## src/rtl/pipe_ctrl_pkg.sv

```systemverilog
// Shared types for the pipeline hazard controller and the pipeline register banks:
// sequencer states, default register-address width, bubble control word and jump kinds.
package pipe_ctrl_pkg;

    localparam int REG_AW_DEF = 5;

    typedef enum logic {
        RUN      = 1'b0,
        MEM_WAIT = 1'b1
    } state_t;

    // Control word carried by the pipeline register banks; a bubble loads NOP_CTRL.
    typedef struct packed {
        logic reg_write;
        logic mem_read;
        logic mem_write;
        logic mem_to_reg;
        logic branch;
    } stage_ctrl_t;

    localparam stage_ctrl_t NOP_CTRL = '0;

    typedef enum logic [1:0] {
        JT_NONE     = 2'd0,
        JT_BRANCH   = 2'd1,
        JT_JUMP     = 2'd2,
        JT_JUMP_REG = 2'd3
    } jump_type_t;

endpackage

```

## src/rtl/load_use_detect.sv

```systemverilog
// Combinational load-use comparator: the ID instruction needs a register that the
// load currently in EX has not produced yet. Register 0 never creates a hazard.
module load_use_detect
    import pipe_ctrl_pkg::*;
#(
    parameter int REG_AW = REG_AW_DEF
) (
    input  logic [REG_AW-1:0] id_rs,
    input  logic [REG_AW-1:0] id_rt,
    input  logic              id_uses_rs,
    input  logic              id_uses_rt,
    input  logic [REG_AW-1:0] ex_write_reg,
    input  logic              ex_mem_to_reg,
    output logic              hazard
);

    logic rs_hit;
    logic rt_hit;

    assign rs_hit = id_uses_rs && (id_rs == ex_write_reg);
    assign rt_hit = id_uses_rt && (id_rt == ex_write_reg);
    assign hazard = ex_mem_to_reg && (ex_write_reg != '0) && (rs_hit || rt_hit);

endmodule

```

## src/rtl/pipe_hazard_ctrl.sv

```systemverilog
// Stall/flush sequencer for the 5-stage pipeline: memory-wait freeze, redirect flush,
// load-use bubble, saturating stall counter and sticky memory-timeout error.
module pipe_hazard_ctrl
    import pipe_ctrl_pkg::*;
#(
    parameter int REG_AW      = REG_AW_DEF,
    parameter int CNT_W       = 16,
    parameter int MEM_TIMEOUT = 64
) (
    input  logic              clk,
    input  logic              rst_n,
    input  logic [REG_AW-1:0] id_rs,
    input  logic [REG_AW-1:0] id_rt,
    input  logic              id_uses_rs,
    input  logic              id_uses_rt,
    input  logic [REG_AW-1:0] ex_write_reg,
    input  logic              ex_mem_to_reg,
    input  logic              mem_mem_access,
    input  logic              mem_redirect,
    input  logic              dmem_ack,
    output logic              dmem_req,
    output logic              stall_if,
    output logic              stall_id,
    output logic              bubble_ex,
    output logic              hold_mem,
    output logic              bubble_wb,
    output logic              flush_if_id,
    output logic              flush_id_ex,
    output logic              flush_ex_mem,
    output logic [CNT_W-1:0]  stall_count,
    output logic              mem_error
);

    localparam int TW = $clog2(MEM_TIMEOUT + 1);

    state_t          state_reg, state_next;
    logic [TW-1:0]   tcnt_reg, tcnt_next;
    logic [CNT_W-1:0] stall_count_reg;
    logic            mem_error_reg;
    logic            load_use;
    logic            timeout_hit;
    logic            mem_stall;
    logic            redirect_act;
    logic            load_use_act;

    load_use_detect #(.REG_AW(REG_AW)) u_load_use (
        .id_rs        (id_rs),
        .id_rt        (id_rt),
        .id_uses_rs   (id_uses_rs),
        .id_uses_rt   (id_uses_rt),
        .ex_write_reg (ex_write_reg),
        .ex_mem_to_reg(ex_mem_to_reg),
        .hazard       (load_use)
    );

    assign timeout_hit = (state_reg == MEM_WAIT) && !dmem_ack && (tcnt_reg == TW'(MEM_TIMEOUT));

    always_ff @(posedge clk or negedge rst_n) begin
        if (!rst_n) begin
            state_reg <= RUN;
            tcnt_reg  <= '0;
        end else begin
            state_reg <= state_next;
            tcnt_reg  <= tcnt_next;
        end
    end

    always_comb begin
        state_next = state_reg;
        tcnt_next  = tcnt_reg;
        case (state_reg)
            RUN: begin
                if (mem_mem_access && !dmem_ack) begin
                    state_next = MEM_WAIT;
                    tcnt_next  = TW'(1);
                end
            end
            MEM_WAIT: begin
                if (dmem_ack || timeout_hit) begin
                    state_next = RUN;
                end else begin
                    tcnt_next = tcnt_reg + TW'(1);
                end
            end
            default: state_next = RUN;
        endcase
    end

    // The ack cycle and the timeout release cycle are unstalled, so a redirect or
    // load-use seen then is acted on like in RUN.
    always_comb begin
        mem_stall = (state_reg == RUN) ? (mem_mem_access && !dmem_ack)
                                       : (!dmem_ack && !timeout_hit);
        redirect_act = !mem_stall && mem_redirect;
        load_use_act = !mem_stall && !mem_redirect && load_use;

        dmem_req     = (state_reg == MEM_WAIT) || mem_mem_access;
        stall_if     = mem_stall || load_use_act;
        stall_id     = mem_stall || load_use_act;
        bubble_ex    = load_use_act;
        hold_mem     = mem_stall;
        bubble_wb    = mem_stall;
        flush_if_id  = redirect_act;
        flush_id_ex  = redirect_act;
        flush_ex_mem = redirect_act;

        if (!rst_n) begin
            dmem_req     = 1'b0;
            stall_if     = 1'b0;
            stall_id     = 1'b0;
            bubble_ex    = 1'b0;
            hold_mem     = 1'b0;
            bubble_wb    = 1'b0;
            flush_if_id  = 1'b1;
            flush_id_ex  = 1'b1;
            flush_ex_mem = 1'b1;
        end
    end

    always_ff @(posedge clk or negedge rst_n) begin
        if (!rst_n) begin
            stall_count_reg <= '0;
            mem_error_reg   <= 1'b0;
        end else begin
            if (stall_if && (stall_count_reg != {CNT_W{1'b1}})) begin
                stall_count_reg <= stall_count_reg + CNT_W'(1);
            end
            if (timeout_hit) begin
                mem_error_reg <= 1'b1;
            end
        end
    end

    assign stall_count = stall_count_reg;
    assign mem_error   = mem_error_reg;

endmodule

```

## config.mk

```make
export PLATFORM = sky130hd
export DESIGN_NAME = pipe_hazard_ctrl
export DESIGN_NICKNAME = d
export VERILOG_FILES = /design/src/rtl/pipe_ctrl_pkg.sv /design/src/rtl/load_use_detect.sv /design/src/rtl/pipe_hazard_ctrl.sv
export SDC_FILE = /design/constraint.sdc
export NUM_CORES = 1
export LEC_CHECK = 0
export BUFFER_PORTS_ARGS = -buffer_cell sky130_fd_sc_hd__buf_2
export CORE_MARGIN = 2
export CORE_UTILIZATION = 25
export DETAILED_ROUTE_END_ITERATION = 8
export PLACE_DENSITY_LB_ADDON = 0.1
export SYNTH_ARGS = -nofsm -noshare
export SYNTH_HDL_FRONTEND = slang
export SYNTH_HIERARCHICAL = 1
export SYNTH_SLANG_ARGS = --single-unit
```

## constraint.sdc

```tcl
create_clock -name clk -period 3.1 [get_ports clk]
set_input_delay 0.62 -clock clk [delete_from_list [all_inputs] [get_ports clk]]
set_output_delay 0.62 -clock clk [all_outputs]
set_load 0.03 [all_outputs]
```

==> key figures <==
Job
  • Max-cap viol count: 0

Route
  • Antenna violation net count after detailed routing: 0
  • Initial DRC count: 37
  • Router iterations before antenna repair: 4
  • Final WL: 3.407 mm
  • Total number of vias: 1177
  • Routed WL per cell: around 13 um
  • DRC Markers: 0
  • Routed vias/inst: 4.458

Layout
  • Antenna diodes: 0
  • Nets@finish: approximately 220
  • Commonest non-fill, non-tap cell in the layout: buf_2
  • Fillers: between 600 and 700
  • Most frequent cells in the layout: 48 x buf_2, 25 x dfrtp_1, 16 x xor2_1
  • Layout area overhead: 24.47%
  • Share of cells above drive strength 1: 34.38%
  • Max reg flops: 16
  • Final cell count without fillers: 264

Synth
  • Top cells by area, synth: dfrtp_1 42%, xor2_1 9.5%, xnor2_1 7.7%
  • Post-synth top area share: a little over two fifths
  • Synthesized flop and latch total: 25
  • Top FF cell, synth: dfrtp_1
  • Sequential share of the synthesized area: 42.48%
  • Synth area leader: dfrtp_1
  • Syn avg cell area: 10.30 um^2
  • Post-synth ARST share: 100.0%
  • Yosys cell types: 40
  • Synth Cell Area: 1473 um^2
  • Syn_nets: about 170
  • Synth Warn #: 6
  • Synth Instances: between 100 and 150
  • Number of synthesized flops with an enable pin: 0

GRT
  • Largest net degree at the start of global routing: 18
  • First-pass GRT wire length: 5.699 mm
  • Initial antenna violation count: 0
  • Grt ovf: 0
  • Vias in the first global route: approximately 1.2k
  • Total Routing Usage GR: 11.28%

Worst setup path
  • Crit Path Class: flop to output pin
  • Reg2reg setup slack: 0.72 ns
  • Worst r2r dst: stall_count[1]
  • Worst Path Arrival: 2.30 ns
  • Worst r2r src: tcnt_reg[0]
  • Peak fanout along the critical path: 6
  • Reg2reg path depth: 7
  • Startpoint types: flop
  • Crit end category: output pin
  • Data required, critical path: 2.48 ns

Place
  • Gpl congestion: 0.7922
  • Port Buf Inserts: between 40 and 50
  • DP HPWL: around 2.7 mm
  • Placed cell count: 260

Clock network
  • Clk buf depth: 2
  • TritonCTS Buffers: 3
  • Root Driver: clkbuf_8
  • Worst-skew pair later-pin latency: 0.27 ns
  • Clock sinks: 25
  • Post-CTS resize count: 0
  • CTS clock-pin slew for the worst setup and hold paths: ~0.090 ns
  • CTS H-Tree Depth: 1
  • # hold bufs at CTS: 0
  • CTS tree: yes
  • Post-CTS Setup Repair Bufs: 0

Timing
  • Minimum clock period: 2.925 ns
  • Final setup vio count: 0
  • Worst slew pin tran: 0.6196 ns
  • Unrepaired setup endpoints after global routing: no
  • Slew Limit Fails: 0
  • Hold Vio Cnt, Final: 0
  • Slew HR: 58.61%
  • Achievable frequency: 0.3419 GHz
  • Fin crit share: roughly 94%
  • Setup TNS Final: 0 ns
  • Setup Skew: 0.004183 ns

Pwr
  • Comb power frac: approximately 30%
  • Net Sw Frac: 35.98%
  • Sequential power share: about half
  • Net Switching: 319.5 uW
  • Leakage: roughly 0.92 nW
  • PwrDens: 484.4 nW/um^2
  • Clock network fraction of total power: 21.8%
  • Cell-internal power: roughly 570 uW
  • Peak VDD IR: 0.0002372 V

Die
  • Initial core utilization: 26.26%
  • Row count: 27
  • Die height: 80.75 um
  • Core area: 5608 um^2
  • I/O pin cnt: 49
  • Die Wd: 80.75 um
  • Die area: 6521 um^2

Min path
  • Hold crit path type: input pin to async pin

Run status
  • Status: finished, final reports clean
## cells in the mapped netlist (all sizes together), types with 2 or more instances
library cell,number
a21oi,4
and3,8
and4,4
buf,4
clkbuf,2
dfrtp,25
ha,3
inv,5
mux2,2
nand2,11
nand2b,4
nand3,7
nand4,7
nor2,8
nor4,2
o21ai,2
xnor2,13
xor2,16
## kinds of logic (layout without fill, tap and decap cells)
family,Yosys count,count (layout),share of synthesized area (%)
and+or+nand+nor,58,58,22.94
xor gates and xnor gates,29,29,17.25
DFF,25,25,42.48
AOI/OAI and AO/OA,15,15,9.006
buffers and inverters,11,60,3.993
adders and majority gates,3,3,2.549
muxes,2,2,1.784
## worst max-delay path: stages, from the launching register on
cell and delay [ns]:
dfrtp_1 0.44, inv_1 0.08, ha_1 0.14, or4b_4 0.48
or3b_2 0.53, inv_1 0.11, a21oi_1 0.08, buf_2 0.19
## metal layers
metal | share of wire (%) | wire length [um] | track usage (%)
met1 | 47 | 1611 | 14.96
met2 | 48 | 1650 | 19.00
met3 | 3.7 | 126 | 3.000
met4 | 0.56 | 19 | 1.525
met5 | 0 | 0 | 0
## power by group through the flow
stage	Sequential (mW)	Combinational [mW]	Clock (mW)
floorplan	0.484	0.127	0
global placement	0.430	0.266	0
detailed placement	0.433	0.271	0
CTS	0.426	0.273	0.208
global route	0.439	0.297	0.222
finish	0.427	0.267	0.194
## through the flow
step | instance area, um^2 | hold WS [ns] | power [mW] | util [%] | setup WS (ns)
finish | 1833 | 0.3618 | 0.8879 | 32.69 | 0.1752
global route | 1833 | 0.3711 | 0.9578 | 32.69 | 0.05206
CTS | 1833 | 0.3706 | 0.9075 | 32.69 | 0.1479
detailed placement | 1788 | 0.4719 | 0.7039 | 31.88 | 0.3230
global placement | 1788 | 0.4617 | 0.6955 | 31.88 | 0.3579
floorplan | 1473 | 0.3244 | 0.6107 | - | 0.3838
## worst max path at each step
stage,startpoint,end,slack (ns),depth (start not counted)
final,tcnt_reg[0],bubble_wb,0.18,7
after detailed placement,ex_write_reg[2],bubble_ex,0.32,8
after global placement,ex_write_reg[2],bubble_ex,0.36,8
after global routing,tcnt_reg[0],bubble_wb,0.05,7
after floorplan,tcnt_reg[0],hold_mem,0.38,7
after CTS,tcnt_reg[0],bubble_wb,0.15,7
## final cells by class
cell class / count / area, um^2 / area share (%)
clock buffer: 4 / 45.04 / 2.457
tap: 72 / 90.09 / 4.915
timing repair buffer: 51 / 262.8 / 14.33
multi-input combinational: 107 / 788.3 / 43.00
sequential: 25 / 625.6 / 34.13
inverter: 5 / 21.27 / 1.160
No activity file was read; power rests on OpenSTA's default activity.
